**src/rtl/bpm_pkg.sv**
```systemverilog
// Shared constants, FSM state type and helpers for the peak/BPM detector.
package bpm_pkg;

  localparam int unsigned WIDTH_DEF   = 10;
  localparam int unsigned FS_HZ_DEF   = 100;
  localparam int unsigned MIN_IV_DEF  = 30;
  localparam int unsigned MAX_IV_DEF  = 300;
  localparam int          THR_MIN_DEF = 16;
  localparam int unsigned SEC_PER_MIN = 60;
  localparam int unsigned DIV_W       = 16;

  typedef enum logic [1:0] {
    S_IDLE,
    S_DIV,
    S_OUT
  } div_state_e;

  function automatic logic [7:0] sat_u8(input logic [DIV_W-1:0] v);
    return (v > DIV_W'(255)) ? 8'hFF : v[7:0];
  endfunction

endpackage

```
**src/rtl/peak_bpm_detector_if.sv**
```systemverilog
// Sample stream in, beat/heart-rate results out.
interface peak_bpm_detector_if
  import bpm_pkg::*;
#(
  parameter int unsigned Width = WIDTH_DEF
);

  logic                    en;
  logic                    valid_in;
  logic signed [Width-1:0] ppg_in;
  logic                    beat;
  logic [7:0]              bpm;
  logic                    bpm_valid;
  logic                    no_signal;

  modport master (
    output en, valid_in, ppg_in,
    input  beat, bpm, bpm_valid, no_signal
  );

  modport slave (
    input  en, valid_in, ppg_in,
    output beat, bpm, bpm_valid, no_signal
  );

endinterface

```
**src/rtl/seq_divider.sv**
```systemverilog
// Unsigned restoring divider, one quotient bit per clock; done pulses once
// the cycle after the last bit has been produced.
module seq_divider
  import bpm_pkg::*;
#(
  parameter int unsigned W = DIV_W
) (
  input  logic         clk,
  input  logic         rst,
  input  logic         start,
  input  logic [W-1:0] dividend,
  input  logic [W-1:0] divisor,
  output logic         done,
  output logic [W-1:0] quotient
);

  localparam int unsigned CW = $clog2(W);

  logic [W-1:0]  rem_q, rem_d, quo_q, quo_d, dvs_q, dvs_d;
  logic [W-1:0]  rem_in, quo_in, dvs_in;
  logic [CW-1:0] left_q, left_d;
  logic          busy_q, busy_d, done_q, done_d;
  logic          load;
  logic [W:0]    trial;

  // The first quotient bit is produced on the start edge itself, so the
  // whole division occupies exactly W edges.
  always_comb begin
    load   = start && !busy_q;
    rem_in = load ? '0       : rem_q;
    quo_in = load ? dividend : quo_q;
    dvs_in = load ? divisor  : dvs_q;
    trial  = {rem_in, quo_in[W-1]};

    rem_d  = rem_q;
    quo_d  = quo_q;
    dvs_d  = dvs_q;
    left_d = left_q;
    busy_d = busy_q;
    done_d = 1'b0;

    if (busy_q || load) begin
      dvs_d = dvs_in;
      if (trial >= {1'b0, dvs_in}) begin
        rem_d = trial[W-1:0] - dvs_in;
        quo_d = {quo_in[W-2:0], 1'b1};
      end else begin
        rem_d = trial[W-1:0];
        quo_d = {quo_in[W-2:0], 1'b0};
      end
      if (load) begin
        busy_d = 1'b1;
        left_d = CW'(W - 1);
      end else if (left_q == CW'(1)) begin
        busy_d = 1'b0;
        done_d = 1'b1;
        left_d = '0;
      end else begin
        left_d = left_q - CW'(1);
      end
    end
  end

  always_ff @(posedge clk) begin
    if (rst) begin
      rem_q  <= '0;
      quo_q  <= '0;
      dvs_q  <= '0;
      left_q <= '0;
      busy_q <= 1'b0;
      done_q <= 1'b0;
    end else begin
      rem_q  <= rem_d;
      quo_q  <= quo_d;
      dvs_q  <= dvs_d;
      left_q <= left_d;
      busy_q <= busy_d;
      done_q <= done_d;
    end
  end

  assign done     = done_q;
  assign quotient = quo_q;

endmodule

```
**src/rtl/peak_bpm_detector.sv**
```systemverilog
// Peak picker on the filtered PPG stream; converts the peak-to-peak interval
// into beats per minute with a sequential divider.
module peak_bpm_detector
  import bpm_pkg::*;
#(
  parameter int unsigned Width   = WIDTH_DEF,
  parameter int unsigned FS_HZ   = FS_HZ_DEF,
  parameter int unsigned MIN_IV  = MIN_IV_DEF,
  parameter int unsigned MAX_IV  = MAX_IV_DEF,
  parameter int          THR_MIN = THR_MIN_DEF
) (
  input logic                clk,
  input logic                rst,
  peak_bpm_detector_if.slave bus
);

  localparam logic [DIV_W-1:0]        NUM       = DIV_W'(SEC_PER_MIN * FS_HZ);
  localparam logic signed [Width-1:0] THR_FLOOR = Width'(THR_MIN);

  div_state_e              state_q, state_d;
  logic signed [Width-1:0] prev_q, prev_d, last_amp_q, last_amp_d;
  logic signed [Width-1:0] half_amp, thr;
  logic [DIV_W-1:0]        cnt_q, cnt_d, interval, div_quo;
  logic                    rising_q, rising_d, have_prev_q, have_prev_d;
  logic                    beat_q, beat_d, bpm_valid_q, bpm_valid_d;
  logic                    no_signal_q, no_signal_d;
  logic [7:0]              bpm_q, bpm_d;
  logic                    sample, cand, peak_ok, timeout, div_start, div_done;

  seq_divider #(.W(DIV_W)) u_div (
    .clk      (clk),
    .rst      (rst),
    .start    (div_start),
    .dividend (NUM),
    .divisor  (interval),
    .done     (div_done),
    .quotient (div_quo)
  );

  always_comb begin
    sample    = bus.en && bus.valid_in;
    half_amp  = last_amp_q >>> 1;
    thr       = (half_amp > THR_FLOOR) ? half_amp : THR_FLOOR;
    interval  = cnt_q + DIV_W'(1);
    cand      = sample && rising_q && (bus.ppg_in < prev_q);
    peak_ok   = cand && (prev_q >= thr) &&
                (!have_prev_q || (interval >= DIV_W'(MIN_IV)));
    timeout   = sample && !peak_ok && (cnt_q == DIV_W'(MAX_IV - 1));
    div_start = peak_ok && have_prev_q && (state_q == S_IDLE);

    prev_d      = prev_q;
    rising_d    = rising_q;
    cnt_d       = cnt_q;
    have_prev_d = have_prev_q;
    last_amp_d  = last_amp_q;
    no_signal_d = no_signal_q;
    bpm_d       = bpm_q;
    bpm_valid_d = 1'b0;
    beat_d      = peak_ok;
    state_d     = state_q;

    if (sample) begin
      prev_d = bus.ppg_in;
      if (bus.ppg_in > prev_q) rising_d = 1'b1;
      else if (cand)           rising_d = 1'b0;
      if (peak_ok) begin
        cnt_d       = '0;
        have_prev_d = 1'b1;
        last_amp_d  = prev_q;
        no_signal_d = 1'b0;
      end else if (cnt_q < DIV_W'(MAX_IV)) begin
        cnt_d = cnt_q + DIV_W'(1);
      end
    end

    // Peaks arriving outside IDLE still beat but never restart the divider.
    unique case (state_q)
      S_IDLE: if (div_start) state_d = S_DIV;
      S_DIV:  if (div_done)  state_d = S_OUT;
      S_OUT: begin
        bpm_d       = sat_u8(div_quo);
        bpm_valid_d = 1'b1;
        state_d     = S_IDLE;
      end
      default: state_d = S_IDLE;
    endcase

    if (timeout) begin
      have_prev_d = 1'b0;
      last_amp_d  = '0;
      no_signal_d = 1'b1;
      bpm_d       = '0;
      bpm_valid_d = 1'b1;
    end
  end

  always_ff @(posedge clk) begin
    if (rst) begin
      state_q     <= S_IDLE;
      prev_q      <= '0;
      rising_q    <= 1'b0;
      cnt_q       <= '0;
      have_prev_q <= 1'b0;
      last_amp_q  <= '0;
      beat_q      <= 1'b0;
      bpm_q       <= '0;
      bpm_valid_q <= 1'b0;
      no_signal_q <= 1'b1;
    end else begin
      state_q     <= state_d;
      prev_q      <= prev_d;
      rising_q    <= rising_d;
      cnt_q       <= cnt_d;
      have_prev_q <= have_prev_d;
      last_amp_q  <= last_amp_d;
      beat_q      <= beat_d;
      bpm_q       <= bpm_d;
      bpm_valid_q <= bpm_valid_d;
      no_signal_q <= no_signal_d;
    end
  end

  assign bus.beat      = beat_q;
  assign bus.bpm       = bpm_q;
  assign bus.bpm_valid = bpm_valid_q;
  assign bus.no_signal = no_signal_q;

endmodule

```
**src/flat_wrapper.sv**
```systemverilog
// flat-port wrapper written by rule: the top's interface ports become plain ports
module peak_bpm_detector_flat import bpm_pkg::*;
#(
  parameter int unsigned Width   = WIDTH_DEF,
  parameter int unsigned FS_HZ   = FS_HZ_DEF,
  parameter int unsigned MIN_IV  = MIN_IV_DEF,
  parameter int unsigned MAX_IV  = MAX_IV_DEF,
  parameter int          THR_MIN = THR_MIN_DEF
)
  (clk, rst, bus_en, bus_valid_in, bus_ppg_in, bus_beat, bus_bpm, bus_bpm_valid, bus_no_signal);
  peak_bpm_detector_if #(.Width(Width)) bus_i ();
  input logic clk;
  input logic rst;
  input wire logic [$bits(bus_i.en)-1:0] bus_en;
  input wire logic [$bits(bus_i.valid_in)-1:0] bus_valid_in;
  input wire logic [$bits(bus_i.ppg_in)-1:0] bus_ppg_in;
  output wire logic [$bits(bus_i.beat)-1:0] bus_beat;
  output wire logic [$bits(bus_i.bpm)-1:0] bus_bpm;
  output wire logic [$bits(bus_i.bpm_valid)-1:0] bus_bpm_valid;
  output wire logic [$bits(bus_i.no_signal)-1:0] bus_no_signal;
  assign bus_i.en = bus_en;
  assign bus_i.valid_in = bus_valid_in;
  assign bus_i.ppg_in = bus_ppg_in;
  assign bus_beat = bus_i.beat;
  assign bus_bpm = bus_i.bpm;
  assign bus_bpm_valid = bus_i.bpm_valid;
  assign bus_no_signal = bus_i.no_signal;
  peak_bpm_detector #(.Width(Width), .FS_HZ(FS_HZ), .MIN_IV(MIN_IV), .MAX_IV(MAX_IV), .THR_MIN(THR_MIN)) u_core (.clk(clk), .rst(rst), .bus(bus_i));
endmodule
```
**config.mk**
```make
export PLATFORM = sky130hd
export DESIGN_NAME = peak_bpm_detector_flat
export DESIGN_NICKNAME = d
export VERILOG_FILES = /design/src/rtl/bpm_pkg.sv /design/src/rtl/peak_bpm_detector_if.sv /design/src/rtl/seq_divider.sv /design/src/rtl/peak_bpm_detector.sv /design/src/flat_wrapper.sv
export SDC_FILE = /design/constraint.sdc
export NUM_CORES = 1
export LEC_CHECK = 0
export ABC_AREA = 1
export CAP_MARGIN = 5
export CORE_ASPECT_RATIO = 0.75
export CORE_MARGIN = 1
export CORE_UTILIZATION = 55
export DETAILED_ROUTE_END_ITERATION = 6
export GPL_ROUTABILITY_DRIVEN = 0
export PLACE_DENSITY = 0.73
export SLEW_MARGIN = 5
export SYNTH_ARGS = -nofsm -noshare
export SYNTH_HDL_FRONTEND = slang
export SYNTH_SLANG_ARGS = --single-unit
```
**constraint.sdc**
```tcl
create_clock -name clk -period 6.5 [get_ports clk]
set_clock_uncertainty 0.1 [all_clocks]
set_input_delay 1.3 -clock clk [delete_from_list [all_inputs] [get_ports clk]]
set_output_delay 1.3 -clock clk [all_outputs]
set_load 0.01 [all_outputs]
```
==> impl_metrics.ini, run 1 <==
[critical_path]
path_class = register to register
crit_path_end_kind = register
critical_path.top_delay_family = simple AND/OR/NAND/NOR gates
critPathBufInv = 6
cp.depth = 35
startpoint = u_core.last_amp_q[6]
regToRegStartpoint = u_core.last_amp_q[6]
cp_common_cell = nand2_1
slowest_stage = inv_2
cp.arrival_ns = 5.88
reg2reg_to = u_core.u_div.rem_q[15]
crit_fanout = 25
crit_required_ns = 6.65
reg2reg_depth = 35
r2r_slack_ns = 0.77
endpoint = u_core.u_div.rem_q[15]
start_kind = register
max_stage_delay_ns = 0.35

[floorplanning]
ioPinCount = 25
die_y_um = 92.72
rows = 32
die_width_um = 123.0
initial_core_util_pct = 57.53
core_sq_mm = 0.01049
design.die.area_sq_mm = 0.01140

[cells_and_area]
areaGrowthSynthToFinish_pct = 10.14
num_antenna_cells = 0
fin_util_pct = 63.36
final_nets = 940
drive_above_1_share_pct = 7.199

[synthesis]
synth_top_area_share_pct = 34.50
netlist_area_sq_mm = 0.006035
yosys_most_used_dff = dfxtp_1
synth_edf_count = 0
avgSynthCellArea_sq_um = 6.936
synth_cells = 870
ys_warn_count = 0
async_reset_ff_share_pct = 0
ys_seq_area_share_pct = 34.50
synth.distinct_cells = 42
ys_ff_latch = 104
synthTopCellsByArea = dfxtp_1, nand2_1, ha_1, inv_1, a21oi_1
synth_top_area_cell = dfxtp_1
synth_nets = 926

[global_routing]
gr-total-overflow = 0
antenna_found_initial = 0
grt_start_max_net_pins = 47
grt_use_total_pct = 26.01
grt_pass1_vias = 5108
grt_pass1_wl_um = 23630

[drt]
wl_per_cell_um = 13.40
drcViolationCount = 0
via_count = 5435
vias_per_cell = 5.302
ant_nets = 0
wl_um = 13730
firstDrtPassIters = 5
first_iter_violations = 349

[timing]
final-setup-viol-count = 0
maxSlewHeadroom_pct = 31.58
hold_viol = 0
tightest_slew_ns = 1.025
slew_viol_final = 0
rsz0062_at_grt = no
period_share_pct = 88.11
post-route-min-period_ns = 5.727
fin_setup_tns_ns = 0
hold_slack_ns = 0.3507
fmax_mhz = 174.6
setup_ws_ns = 0.7729

[clock_tree]
clk_path_buf_depth = 2
cts_resized = 0
cts_hold_buf = 0
clkLatencyLatePin_ns = 0.35
clock-sinks = 104
root_buffer = clkbuf_16
cts_tree = built
post_cts_buffers = 0
htreeDepth = 3
clk_pin_slew_ns = 0.07
numCtsBuffers = 9

[power]
p_leak_nw = 2.941
power_density_mw_per_mm2 = 194.1
irDropWorstVdd_mv = 0.1311

[flow_run]
max_cap_viol_count = 0

[placed_design]
place_ws_ns = 0.4713
io_buffer_count = 24
dpl.hpwl_um = 10200

[worst_hold_path]
holdCritPathClass = register to register

[status]
status = complete, no violations
==> cells in the final DEF (no fill, tap or decap), drive strengths merged, types with 3 or more instances in the layout <==
cell type / synthesis / final
a21boi: 3 / 3
dfxtp: 104 / 104
xnor2: 6 / 6
a21oi: 66 / 66
clkdlybuf4s50: 0 / 23
ha: 41 / 41
o21bai: 4 / 4
buf: 14 / 5
o21ai: 69 / 69
nor3: 8 / 8
xor2: 14 / 14
inv: 117 / 118
nand3: 53 / 53
nor2: 92 / 92
nand4: 20 / 20
nand2: 227 / 227
clkbuf: 11 / 11
clkinv: 3 / 6
nor4: 5 / 5
==> cell usage after synthesis, types with 11 or more instances <==
library cell,number
o21ai_0,30
clkbuf_1,11
ha_1,41
inv_1,110
dfxtp_1,104
nand4_1,19
xor2_1,14
nand2_1,217
nor2_1,81
o21ai_1,30
nand3_1,50
a21oi_1,66
==> where the power goes <==
| part | internal, W | total [W] | leakage (nW) | switching [W] |
|---|---|---|---|---|
| Combinational | 0.0000316 | 0.0000843 | 1.95 | 0.0000527 |
| Sequential | 0.000643 | 0.000648 | 0.840 | 0.00000560 |
| Clock | 0.000313 | 0.000557 | 0.150 | 0.000244 |
==> flip-flops by register name, indices dropped and copies added, names as in the netlist, named ones only <==
name	cells
u_core.bus.bpm_valid	1
u_core.bus.beat	1
u_core.u_div.rem_q	16
u_core.have_prev_q	1
u_core.u_div.quotient	16
u_core.last_amp_q	9
u_core.bus.no_signal	1
u_core.u_div.busy_q	1
u_core.prev_q	10
u_core.state_q	2
u_core.cnt_q	16
u_core.u_div.dvs_q	15
u_core.rising_q	1
u_core.u_div.done	1
u_core.bus.bpm	8
u_core.u_div.left_q	4
==> stage by stage <==
stage,instances,instance area [sq um],total power (W)
3_3_place_gp,1009,6339,0.0007443
4_1_cts,1025,6646,0.001301
3_5_place_dp,1009,6339,0.0007469
5_1_grt,1025,6646,0.001337
2_1_floorplan,870,6035,0.0007215
6_report,1025,6646,0.001290
==> cells by family (layout without fill, tap and decap cells) <==
family / Yosys count / count (layout) / share of synthesized area [%]
adders and majority gates: 42 / 42 / 8.833
AOI/OAI and AO/OA: 151 / 151 / 14.00
and+or+nand+nor: 408 / 408 / 30.04
xor gates and xnor gates: 20 / 20 / 2.903
DFF: 104 / 104 / 34.50
buffers and inverters: 145 / 164 / 9.724
==> layout make-up <==
type | instances | area (sq um)
fill | 953 | 3844
multi-input combinational | 621 | 3366
sequential | 104 | 2082
inverter | 120 | 455.4
timing repair buffer | 28 | 265.3
clock buffer | 11 | 242.7
tap | 136 | 170.2
clock inverter | 5 | 65.06
==> tightest hold or removal path, delay by kind of cell, from the launching register on <==
| family | cells | cell delay (ns) |
|---|---|---|
| simple gates | 1 | 0.05 |
| flops | 1 | 0.30 |
| buf+inv | 1 | 0.06 |
==> metal layers <==
metal  vias to the layer above  track usage (%)  part of all wire (%)
met3                        15            4.618                   3.7
met2                       103            41.76                    43
met5                         -                0                     0
met4                         0            6.199                   1.3
met1                      2476            35.91                    52
li1                       2841                -                     -
==> how the worst min path moves through the flow <==
stage                     depth (start not counted)               from  slack [ns]           endpoint
after floorplan                                   2  u_core.u_div.done        0.32  u_core.state_q[1]
after global placement                            2  u_core.u_div.done        0.33  u_core.state_q[1]
after detailed placement                          2  u_core.u_div.done        0.34  u_core.state_q[1]
after CTS                                         2  u_core.u_div.done        0.35  u_core.state_q[1]
after global routing                              2  u_core.u_div.done        0.37  u_core.state_q[1]
final                                             2  u_core.u_div.done        0.35  u_core.state_q[1]
(Power assumes the default switching activity.)
==> run 2, diff against run 1 <==
--- a/config.mk
+++ b/config.mk
@@ -6,7 +6,6 @@
 export NUM_CORES = 1
 export LEC_CHECK = 0
 export ABC_AREA = 1
-export CAP_MARGIN = 5
 export CORE_ASPECT_RATIO = 0.75
 export CORE_MARGIN = 1
 export CORE_UTILIZATION = 55
==> constraint.sdc (replaced) <==
create_clock -name clk -period 6.2 [get_ports clk]
set_clock_uncertainty 0.1 [all_clocks]
set_input_delay 1.24 -clock clk [delete_from_list [all_inputs] [get_ports clk]]
set_output_delay 1.24 -clock clk [all_outputs]
set_load 0.01 [all_outputs]
==> run 2 against run 1 <==
Net effect:
- cell count did not move
- die area stayed put
- first-iteration DRC count grew 23%
- sequential share of layout area rose by 0.14 points
- total power up 1.3%
- final area shrank 0.43%
- maximum frequency rose by 0.63%
- routed wire length up 3.6%
- core utilization decreased by 0.27 points
- critical path depth did not move
- non-clock buffer count did not move
- combinational power is 7.2% higher
- critical endpoint is now u_core.u_div.rem_q[12]
==> impl_metrics.ini, run 2 (same netlist as run 1, synthesis figures left out) <==
[status]
status = complete, no violations

[worst_hold_path]
holdCritPathClass = register to register
min_from = u_core.u_div.rem_q[9]
holdPathEnd = u_core.u_div.rem_q[9]
hold_path_depth = 2

[timing]
tightest_slew_ns = 1.037
maxSlewHeadroom_pct = 30.86
hold_viol = 0
final-setup-viol-count = 0
fin_setup_tns_ns = 0
fmax_mhz = 175.7
setup_ws_ns = 0.5085
period_share_pct = 91.80
post-route-min-period_ns = 5.691
rsz0062_at_grt = no
slew_viol_final = 0

[critical_path]
reg2reg_to = u_core.u_div.rem_q[12]
path_class = register to register
crit_fanout = 22
startpoint = u_core.last_amp_q[6]
start_kind = register
reg2reg_depth = 35
crit_path_end_kind = register
regToRegStartpoint = u_core.last_amp_q[6]
cp_common_cell = nand2_1
max_stage_delay_ns = 0.40
r2r_slack_ns = 0.51
cp.arrival_ns = 5.84
critical_path.top_delay_family = simple AND/OR/NAND/NOR gates
slowest_stage = fa_1
crit_required_ns = 6.35
critPathBufInv = 6

[flow_run]
max_cap_viol_count = 0

[power]
p_leak_nw = 2.916
power_density_mw_per_mm2 = 197.5
irDropWorstVdd_mv = 0.1426

[floorplanning]
initial_core_util_pct = 57.53
design.die.area_sq_mm = 0.01140
die_width_um = 123.0
die_y_um = 92.72
core_sq_mm = 0.01049
ioPinCount = 25
rows = 32

[placed_design]
io_buffer_count = 24
place_ws_ns = 0.2745
dpl.hpwl_um = 10550
place_area_sq_mm = 0.006339

[clock_tree]
post_cts_buffers = 0
clock-sinks = 104
cts_tree = built
clk_path_buf_depth = 2
numCtsBuffers = 9
clk_pin_slew_ns = 0.07
clkLatencyLatePin_ns = 0.35
root_buffer = clkbuf_16
cts_hold_buf = 0
htreeDepth = 3

[cells_and_area]
drive_above_1_share_pct = 7.199
multi_input_area_sq_mm = 0.003366
layout.area.seq_sq_mm = 0.002082
fin_util_pct = 63.08
final_cell_mix = nand2_1, inv_1, dfxtp_1, nor2_1, a21oi_1
fill_cells = 944
num_antenna_cells = 0
final_cell_area_sq_mm = 0.006618
areaGrowthSynthToFinish_pct = 9.662
mostFrequentLayoutCell = nand2_1
final_nets = 940

[drt]
wl_um = 14230
via_count = 5524
wl_per_cell_um = 13.88
vias_per_cell = 5.389
ant_nets = 0
first_iter_violations = 430
drcViolationCount = 0
firstDrtPassIters = 5

[global_routing]
antenna_found_initial = 0
gr-total-overflow = 0
grt_pass1_wl_um = 24110
grt_use_total_pct = 27.01
grt_start_max_net_pins = 47
grt_pass1_vias = 5146
## run 2: cell types whose count changed in the layout (fill, tap and decap cells not counted), sizes merged
cell,change
clkbuf,-1
clkinvlp,+3
bufinv,-1
clkinv,-1
## run 2: final cells by class
cell class	count	share of cell area [%]
well taps	136	2.571
inverters	120	6.958
flip-flops and latches	104	31.46
multi-input cells	621	50.86
clock buffers	10	3.460
repair buffers	28	4.008
clock inverters	6	0.6807
## run 2: how the worst max path moves through the flow
stage	to	cells past startpoint
after floorplan	u_core.u_div.rem_q[0]	26
after global placement	u_core.u_div.rem_q[15]	26
after detailed placement	u_core.u_div.rem_q[13]	26
after CTS	u_core.u_div.rem_q[13]	34
after global routing	u_core.u_div.rem_q[13]	34
final	u_core.u_div.rem_q[12]	35
## run 2: timing repair
action,4_1_cts,5_1_grt
resized for setup,0,4
endpoints found under the setup margin,0,14
hold endpoints to repair,0,0
## run 2: worst reg2reg max path, delay by kind of cell (launching register included)
family | cells | cell delay [ns]
AO/OA/AOI/OAI | 4 | 0.79
buffers and inverters | 6 | 0.73
flip-flops | 1 | 0.33
AND/OR/NAND/NOR | 20 | 2.27
XOR/XNOR | 1 | 0.15
adder cells (fa/ha/maj) | 4 | 1.22
## run 2: layer usage
layer / GRT usage [%] / routed length (um)
met1: 37.33 / 7141
met2: 41.99 / 6090
met3: 5.049 / 783
met4: 8.841 / 215
met5: 0 / 0
## run 2: through the flow
stage | hold slack (ns) | cells | total power, W
CTS | 0.3539 | 1025 | 0.001319
floorplan | 0.3214 | 870 | 0.0007564
finish | 0.3529 | 1025 | 0.001307
global placement | 0.3372 | 1009 | 0.0007808
detailed placement | 0.3394 | 1009 | 0.0007846
global route | 0.3684 | 1025 | 0.001358
## run 2: power breakdown
group / internal (W) / total [W] / switching [W] / leakage, nW
logic: 0.0000333 / 0.0000904 / 0.0000572 / 1.95
registers: 0.000674 / 0.000679 / 0.00000570 / 0.840
clock network: 0.000274 / 0.000537 / 0.000263 / 0.125
